$ cat config.mk
export PLATFORM = sky130hd
export DESIGN_NAME = mpc_vector_scheduler
export DESIGN_NICKNAME = d
export VERILOG_FILES = /design/src/rtl/mpc_vector_scheduler.sv
export SDC_FILE = /design/constraint.sdc
export NUM_CORES = 1
export LEC_CHECK = 0
export CORE_ASPECT_RATIO = 0.5
export CORE_UTILIZATION = 30
export DETAILED_ROUTE_END_ITERATION = 10
export SETUP_SLACK_MARGIN = 0.4
export SYNTH_ARGS = -nofsm -noshare
export SYNTH_HDL_FRONTEND = slang
export SYNTH_SLANG_ARGS = --single-unit
$ cat constraint.sdc
create_clock -name clk -period 2.4 [get_ports clk]
set_clock_uncertainty 0.2 [all_clocks]
set_input_delay 0.24 -clock clk [delete_from_list [all_inputs] [get_ports clk]]
set_output_delay 0.24 -clock clk [all_outputs]
set_load 0.01 [all_outputs]
$ cat src/rtl/mpc_vector_scheduler.sv
// MPC switching-vector scheduler: control-period timebase, single-slot vector handshake,
// current-direction debounce and sticky fault clamp feeding the four-step commutation block.
module mpc_vector_scheduler #(
    parameter int TICK_DIV     = 200,
    parameter int PERIOD_TICKS = 20,
    parameter int DEB_LEN      = 8,
    parameter int VEC_MAX      = 26
) (
    input  logic       clk,
    input  logic       rst,
    input  logic [4:0] vec_in,
    input  logic       vec_valid,
    output logic       vec_ready,
    input  logic [2:0] idir_raw,
    input  logic       fault_in,
    input  logic       fault_clear,
    output logic [4:0] v,
    output logic [2:0] dir,
    output logic       clamp_signal,
    output logic       interrupt,
    output logic       period_start,
    output logic       missed,
    output logic       bad_vec
);
    localparam int TW = (TICK_DIV > 1) ? $clog2(TICK_DIV) : 1;
    localparam int PW = $clog2(PERIOD_TICKS);
    localparam int DW = (DEB_LEN > 1) ? $clog2(DEB_LEN) : 1;

    localparam logic [TW-1:0] TICK_LAST   = TW'(TICK_DIV - 1);
    localparam logic [PW-1:0] PERIOD_LAST = PW'(PERIOD_TICKS - 1);
    localparam logic [PW-1:0] PERIOD_HALF = PW'(PERIOD_TICKS / 2);
    localparam logic [DW-1:0] DEB_LAST    = DW'(DEB_LEN - 1);
    localparam logic [4:0]    VEC_LAST    = 5'(VEC_MAX);

    logic [TW-1:0] r_tick_cnt;
    logic [PW-1:0] r_period_cnt;
    logic          r_period_start;
    logic          r_interrupt;
    logic          w_tick;
    logic          w_period_end;
    logic [PW-1:0] w_period_cnt_next;

    logic          r_full;
    logic [4:0]    r_pend;
    logic [4:0]    r_v;
    logic          r_missed;
    logic          r_bad_vec;
    logic          r_clamp;
    logic          w_accept;
    logic          w_clamped;

    logic          r_fault_s1;
    logic          r_fault_s;
    logic [2:0]    r_idir_s1;
    logic [2:0]    r_idir_s;
    logic [2:0]    r_dir;
    logic [DW-1:0] r_deb_cnt [3];

    // NOTE: every signal driven here gets a default first, so no path can infer a latch.
    always_comb begin
        w_tick            = (r_tick_cnt == TICK_LAST);
        w_period_end      = w_tick && (r_period_cnt == PERIOD_LAST);
        w_period_cnt_next = r_period_cnt;
        if (w_tick) begin
            w_period_cnt_next = w_period_end ? '0 : r_period_cnt + PW'(1);
        end
    end

    // NOTE: sequential state uses non-blocking assignments so every flop samples pre-edge values.
    always_ff @(posedge clk) begin
        if (rst) begin
            r_tick_cnt     <= '0;
            r_period_cnt   <= '0;
            r_period_start <= 1'b0;
            r_interrupt    <= 1'b0;
        end else begin
            r_tick_cnt     <= w_tick ? '0 : r_tick_cnt + TW'(1);
            r_period_cnt   <= w_period_cnt_next;
            r_period_start <= w_period_end;
            // Looking at the next count keeps interrupt edges aligned with period_start.
            r_interrupt    <= (w_period_cnt_next < PERIOD_HALF);
        end
    end

    always_ff @(posedge clk) begin
        if (rst) begin
            r_fault_s1 <= 1'b0;
            r_fault_s  <= 1'b0;
            r_idir_s1  <= '0;
            r_idir_s   <= '0;
        end else begin
            r_fault_s1 <= fault_in;
            r_fault_s  <= r_fault_s1;
            r_idir_s1  <= idir_raw;
            r_idir_s   <= r_idir_s1;
        end
    end

    assign vec_ready = !r_full && !r_clamp && !rst;
    assign w_accept  = vec_valid && vec_ready;
    // A fault seen on the boundary cycle already counts as clamped: the pending vector is dropped.
    assign w_clamped = r_clamp || r_fault_s;

    always_ff @(posedge clk) begin
        if (rst) begin
            r_full    <= 1'b0;
            r_pend    <= '0;
            r_v       <= '0;
            r_missed  <= 1'b0;
            r_bad_vec <= 1'b0;
        end else begin
            if (r_period_start && !w_clamped) begin
                if (!r_full) begin
                    r_missed <= 1'b1;
                end else if (r_pend <= VEC_LAST) begin
                    r_v <= r_pend;
                end else begin
                    r_bad_vec <= 1'b1;
                end
            end
            if (r_period_start) begin
                r_full <= 1'b0;
            end
            if (w_accept) begin
                r_full <= 1'b1;
                r_pend <= vec_in;
            end
            if (r_fault_s) begin
                r_full <= 1'b0;
            end
        end
    end

    always_ff @(posedge clk) begin
        if (rst) begin
            r_clamp <= 1'b0;
        end else if (r_fault_s) begin
            r_clamp <= 1'b1;
        end else if (fault_clear) begin
            r_clamp <= 1'b0;
        end
    end

    // NOTE: the debounce counters are only a few flops, so they reset like any other state.
    always_ff @(posedge clk) begin
        if (rst) begin
            r_dir <= '0;
            for (int i = 0; i < 3; i++) begin
                r_deb_cnt[i] <= '0;
            end
        end else begin
            for (int i = 0; i < 3; i++) begin
                if (r_idir_s[i] == r_dir[i]) begin
                    r_deb_cnt[i] <= '0;
                end else if (r_deb_cnt[i] == DEB_LAST) begin
                    r_dir[i]     <= ~r_dir[i];
                    r_deb_cnt[i] <= '0;
                end else begin
                    r_deb_cnt[i] <= r_deb_cnt[i] + DW'(1);
                end
            end
        end
    end

    assign v            = r_v;
    assign dir          = r_dir;
    assign clamp_signal = r_clamp;
    assign interrupt    = r_interrupt;
    assign period_start = r_period_start;
    assign missed       = r_missed;
    assign bad_vec      = r_bad_vec;

endmodule

==> run_results.csv <==
group,metric,value,unit
finish,seqCellArea,1070,um2
worst_setup_path,worstPathRequired,2.40,ns
power,peakVddDrop,257,uV
power,seq_power_share,53.4,%
finish,final_nets,244,
clock_network,cts_tree,"done",
worst_setup_path,slowest_stage,"dfxtp_1",
detailed_routing,drc,0,
clock_network,ctsRootBufferMaster,"clkbuf_16",
finish,antennaDiodeCount,0,
clock_network,clockBufferDepth,2,
placement,hpwl,2190,um
detailed_routing,avgRoutedWirePerCell,9.98,um
synth,synthCells,186,
floorplan,rows,20,
floorplan,floorplan.die.height,58.9,um
placement,portBuffers,26,
floorplan,start_util,31.5,%
timing,finalCritPeriodShare,76.9,%
clock_network,cts.clk_slew.worst_paths,0.06,ns
synth,yosys_warnings,0,
clock_network,cts_buffers,5,
finish,drive_above_1_share,7.59,%
detailed_routing,via_per_inst,4.23,
power,pwr-share-clk,41.4,%
global_route,grt_max_degree,41,
synth,syn_area,1940,um2
synth,ys_top_cells_by_count,"40 x dfxtp_1, 36 x nor2_1, 13 x mux2i_1",
synth,yosysMostFrequentCell,"dfxtp_1",
detailed_routing,first_pass_iters,4,
flow_run,maxCapViolCount,0,
floorplan,io_pins,27,
power,power.internal,1.32,mW
synth,synth_edf_count,9,
power,switching_share,19.8,%
synth,synth_top_family_by_area,"simple AND/OR/NAND/NOR gates",
power,total_power,1.65,mW
detailed_routing,vias,1320,
hold_path,hold_class,"reg -> reg",
worst_setup_path,critPathCaptureType,"flop",
run_status,status,"complete, no violations",
finish,fin_util,40.6,%
worst_setup_path,crit_family,"simple AND/OR/NAND/NOR gates",
worst_setup_path,path_class,"reg -> reg",
global_route,antenna_found_initial,0,
detailed_routing,routed_wirelength,3110,um
timing,relSlewSlack,66.1,%
synth,synth_top_cell_area_share,41.3,%
finish,multi_input_area,893,um2
floorplan,die-area,6810,um2
global_route,grt_pass1_wl,5390,um
timing,drv_slew,0,
detailed_routing,first_iter_violations,46,
floorplan,die_x,116,um
synth,yosys.area_share.adder,5.16,%
synth,synthTopCellsByArea,"dfxtp_1 41%, edfxtp_1 14%, nor2_1 7.0%, mux2i_1 6.7%, ha_1 5.2%",
synth,synth-xor-area-share,4.52,%
synth,synth_area_per_cell,10.4,um2
global_route,overflow,0,
timing,hold_viol,0,
worst_setup_path,critPathBufInv,0,
timing,finalSetupViolCount,0,
power,p_sw,327,uW
synth,synth.area.mux_share,6.71,%
worst_setup_path,worstPathMaxFanout,4,
worst_setup_path,worstSetupStartpointType,"flop",
synth,synth_largest_area_cell,"dfxtp_1",
timing,rsz0062_at_grt,"no",
clock_network,ctsHtreeMaxLevel,2,
finish,area_growth,28.8,%
worst_setup_path,critPathArrivalTime,1.85,ns
clock_network,clkLatencyLatePin,0.28,ns
power,p_leak,0.943,nW
timing,max_freq,542,MHz
synth,synth-seq-cells,49,
finish,fillers,612,
timing,post-route-min-period,1.84,ns
synth,ys_types,34,
power,power_frac_comb,5.2,%
global_route,grt_pass1_vias,1286,
power,p_per_area,658,nW/um2
synth,synth-compound-area-share,2.00,%
worst_setup_path,cpPeakStageDelay,0.35,ns
worst_setup_path,crit_path_cell_trace,"ha_2, nand4_2, nor4_4, mux2i_1, a21oi_1, nor3_1",
synth,synth-simple-area-share,24.8,%
synth,synthFlopType,"dfxtp_1",
timing,tightest_slew,0.506,ns
timing,tns,0,ns
synth,seq_area_frac_synth,55.2,%
synth,async_flop_share,0,%
detailed_routing,ant_nets,0,
clock_network,clkSinkCount,49,
global_route,grt_usage,10.4,%
floorplan,coreArea,6160,um2
placement,place.gp.congestion,0.734,
-- repair_timing --
action,CTS,global route
buffers inserted,0,0
gates resized for setup,2,3
endpoints found under the hold margin,0,0
pin swaps,0,1
hold buffers,0,0
setup endpoints to repair,2,3
-- routing by layer --
metal | part of all wire, % | track usage (%)
met1 | 48 | 11.5
met2 | 48 | 18.6
met3 | 2.9 | 3.19
met4 | 1.2 | 5.13
met5 | 0 | 0
-- kinds of logic (layout without fill, tap and decap cells) --
| logic type | after synthesis | count (layout) |
|---|---|---|
| simple gates | 91 | 91 |
| flops | 49 | 49 |
| mux | 13 | 13 |
| xor+xnor | 10 | 10 |
| fa+ha+maj | 8 | 8 |
| compound gates | 7 | 7 |
| buf+inv | 7 | 37 |
| other cells | 1 | 9 |
-- worst paths after layout --
| path | from | endpoint | slack [ns] | cells after the start |
|---|---|---|---|---|
| setup / recovery | r_tick_cnt[1]$_SDFF_PP0_ | interrupt$_SDFF_PP0_ | 0.56 | 6 |
| hold / removal | r_tick_cnt[0]$_SDFF_PP0_ | r_tick_cnt[0]$_SDFF_PP0_ | 0.23 | 1 |
| setup reg to reg | r_tick_cnt[1]$_SDFF_PP0_ | interrupt$_SDFF_PP0_ | 0.56 | 6 |
| hold reg to reg | r_tick_cnt[0]$_SDFF_PP0_ | r_tick_cnt[0]$_SDFF_PP0_ | 0.23 | 1 |
-- cells in the final DEF, fill, tap and decap left out, types with 7 or more instances in the layout --
master | Yosys | routed
and2_1 | 7 | 7
clkdlybuf4s50_1 | 0 | 26
conb_1 | 1 | 9
dfxtp_1 | 40 | 39
edfxtp_1 | 9 | 9
ha_1 | 8 | 7
mux2i_1 | 13 | 13
nor2_1 | 36 | 36
nor2b_1 | 10 | 10
nor3_1 | 9 | 8
-- cell type report --
type	count	share of cell area, %
clock buffer	6	5.56
multi-input combinational	138	35.8
tap	88	4.41
clock inverter	2	0.351
inverter	2	0.300
sequential	49	42.9
timing repair buffer	27	10.7
-- state kept, by name (all words and copies together) (netlist names), 3 cells and up --
signal        cells
r_deb_cnt         9
dir               3
r_idir_s1         3
r_pend            5
r_period_cnt      5
r_idir_s          3
v                 5
r_tick_cnt        8
-- power by group through the flow --
stage / registers (mW) / clock network, mW / logic [mW]
floorplan: 0.893 / 0 / 0.0501
global placement: 0.896 / 0 / 0.0840
detailed placement: 0.897 / 0 / 0.0860
CTS: 0.878 / 0.702 / 0.0864
global route: 0.883 / 0.738 / 0.0966
finish: 0.879 / 0.680 / 0.0857
-- through the flow --
| stage | cells | setup WS (ns) | hold WS [ns] | cell area, um2 |
|---|---|---|---|---|
| 3_3_place_gp | 304 | 0.405 | 0.217 | 2330 |
| 5_1_grt | 312 | 0.407 | 0.259 | 2500 |
| 2_1_floorplan | 194 | 0.505 | 0.168 | 1970 |
| 4_1_cts | 312 | 0.446 | 0.242 | 2490 |
| 3_5_place_dp | 304 | 0.288 | 0.228 | 2330 |
| 6_report | 312 | 0.555 | 0.234 | 2500 |
-- worst reg2reg max path: stages (launching register included) --
cell and delay [ns]:
dfxtp_1 0.35, ha_2 0.21, nand4_2 0.18, nor4_4 0.25, mux2i_1 0.30, a21oi_1 0.10, nor3_1 0.17
(Power assumes the default switching activity.)
==> RTL change (config.mk and constraints unchanged) <==
Register the output `interrupt` once more, cleared by the reset; this adds one clock of latency there. The other outputs are not delayed to match.
--- a/src/rtl/mpc_vector_scheduler.sv
+++ b/src/rtl/mpc_vector_scheduler.sv
@@ -165,7 +165,13 @@
     assign v            = r_v;
     assign dir          = r_dir;
     assign clamp_signal = r_clamp;
-    assign interrupt    = r_interrupt;
+    always_ff @(posedge clk) begin
+        if (rst) begin
+            interrupt <= '0;
+        end else begin
+            interrupt <= r_interrupt;
+        end
+    end
     assign period_start = r_period_start;
     assign missed       = r_missed;
     assign bad_vec      = r_bad_vec;
Check against the original RTL: not equivalent (a bounded check fails within 4 cycles, from zero or initial values and one cycle with rst high).
==> RTL change against the original RTL <==
  * Final area grew 1.6%
  * Synthesized area grew 1.3%
  * Via count shrank 0.76%
  * Worst setup slack lost 54 ps
  * Critical endpoint is now vec_ready
  * Cell count grew 0.32%
  * Fmax shrank 2.8%
  * Wire length grew 0.39%
  * Sequential cell count grew 1
  * Global-route usage grew 0.13 points
  * Total power grew 6.0%
  * Largest cell class unchanged
  * Core utilization grew 0.48 points
  * First-iteration DRC count grew 37%
==> RTL change: results (changes against the original RTL) <==
R2R Path End r_period_cnt[0] (was interrupt); Setup Buffers After CTS 0 (unchanged); Post-Synth Adder-Cell Area 0.0510 (was 0.0516); Synth Area in Compound Gates 0.0229 (was 0.0200); synth unique cells 35 (was 34); reg-to-reg startpoint r_tick_cnt[0] (was r_tick_cnt[1]); synth warn 0 (unchanged); outcome finished, final reports clean (unchanged); GRT Overall Usage 0.106 (was 0.104); Detailed Route WL 3130 µm (was 3110 µm); number of synthesized flops with an enable pin 9 (unchanged); crit path max fanout 2 (was 4); Worst Hold End r_idir_s[0] (was r_tick_cnt[0]); biggest regs r_deb_cnt x9, r_tick_cnt x8 (unchanged); Hold Crit Start r_idir_s1[0] (was r_tick_cnt[0]); ys flop type dfxtp_1 (unchanged); layout cells sized above 1 0.0711 (was 0.0759); TritonCTS Buffers 5 (unchanged); DP Area 2350 µm² (was 2330 µm²); nets 245 (was 244); R2R cell count 5 (was 6); routability cong. 0.809 (was 0.734); later-pin clock latency in the skew report roughly 270 ps; top cells by area, synth dfxtp_1 42%, edfxtp_1 14%, mux2i_1 6.6% (was dfxtp_1 41%, edfxtp_1 14%, nor2_1 7.0%); Clock Tree Buf Depth 2 (unchanged); peak supply drop 0.440 mV (was 0.257 mV); Static Leakage 0.961 nW (was 0.943 nW); largest net degree at the start of global routing 42 (was 41); placed cell count 305 (was 304); worst slack at placement 287 ps (was 288 ps); Avg Vias per Cell 4.19 (was 4.23); number of diodes 0 (unchanged); Post-DP HPWL 2210 µm (was 2190 µm); Mapped Cells 188 (was 186); initial drt markers 63 (was 46); multiplexer share of the synthesized area 0.0662 (was 0.0671); port bufs 26 (unchanged); initial antenna violation count 0 (unchanged); hold-critical path depth 1 (unchanged); post-synthesis sequential area ratio 0.555 (was 0.552); share of synthesized registers carrying an async set or reset 0 (unchanged); drt first pass iters 4 (unchanged); Post-synth top cells 41 x dfxtp_1, 34 x nor2_1, 13 x mux2i_1 (was 40 x dfxtp_1, 36 x nor2_1, 13 x mux2i_1); WHS 234 ps (about the same); CTS H-tree lvls 2 (unchanged); clock slew seen by the registers of the worst setup and hold paths 60 ps (about the same); first-pass GRT wire length 5640 µm (was 5390 µm); Root Buffer clkbuf_16 (unchanged); post-DR wirelength/cell 9.98 µm (about the same); R2R setup slack 510 ps (was 560 ps); vias in the first global route 1340 (was 1286); HP Class reg2reg (unchanged); Post-Synth XOR/XNOR Area 0.0446 (was 0.0452)
RTL change: changes by cell type after synthesis:
cell	change
nor2_1	-2
a31oi_1	+1
clkbuf_1	+1
dfxtp_1	+1
inv_1	+1
nand2_1	+1
nand3b_1	-1
nor3_1	-1
nor3b_1	+1
RTL change: timing repair:
| action | CTS | global route |
|---|---|---|
| setup endpoints to repair | 2 | 8 |
| pin swaps | 0 | 1 |
| gates resized for setup | 1 | 4 |
RTL change: how the worst max path moves through the flow:
stage,start,to,slack (ps),depth (start not counted)
2_1_floorplan,r_tick_cnt[0],r_period_cnt[4],510,6
3_3_place_gp,r_tick_cnt[0],r_period_cnt[4],400,6
3_5_place_dp,r_tick_cnt[0],r_period_cnt[4],290,6
4_1_cts,rst,vec_ready,400,3
5_1_grt,r_tick_cnt[0],r_interrupt,330,6
6_report,rst,vec_ready,500,3
RTL change: critical path, stage by stage:
cell	delay (ps)
clkdlybuf4s50_1	460
nor3_2	180
clkdlybuf4s50_1	570
RTL change: layer usage:
layer  GRT usage  wire, µm
met1       0.118      1510
met2       0.197      1520
met3      0.0337        68
met4      0.0275        24
met5           0         0
RTL change: where the power goes:
part           switching, mW  internal [mW]
clock                  0.268          0.492
combinational         0.0399         0.0470
sequential            0.0166          0.880
RTL change: area by class of cell:
| cell class | instances | area [µm²] |
|---|---|---|
| clock inverters | 1 | 30.0 |
| well taps | 88 | 110 |
| inverters | 3 | 11.3 |
| multi-input cells | 137 | 896 |
| repair buffers | 27 | 268 |
| flip-flops and latches | 50 | 1090 |
| fillers | 599 | 3640 |
| clock buffers | 7 | 133 |
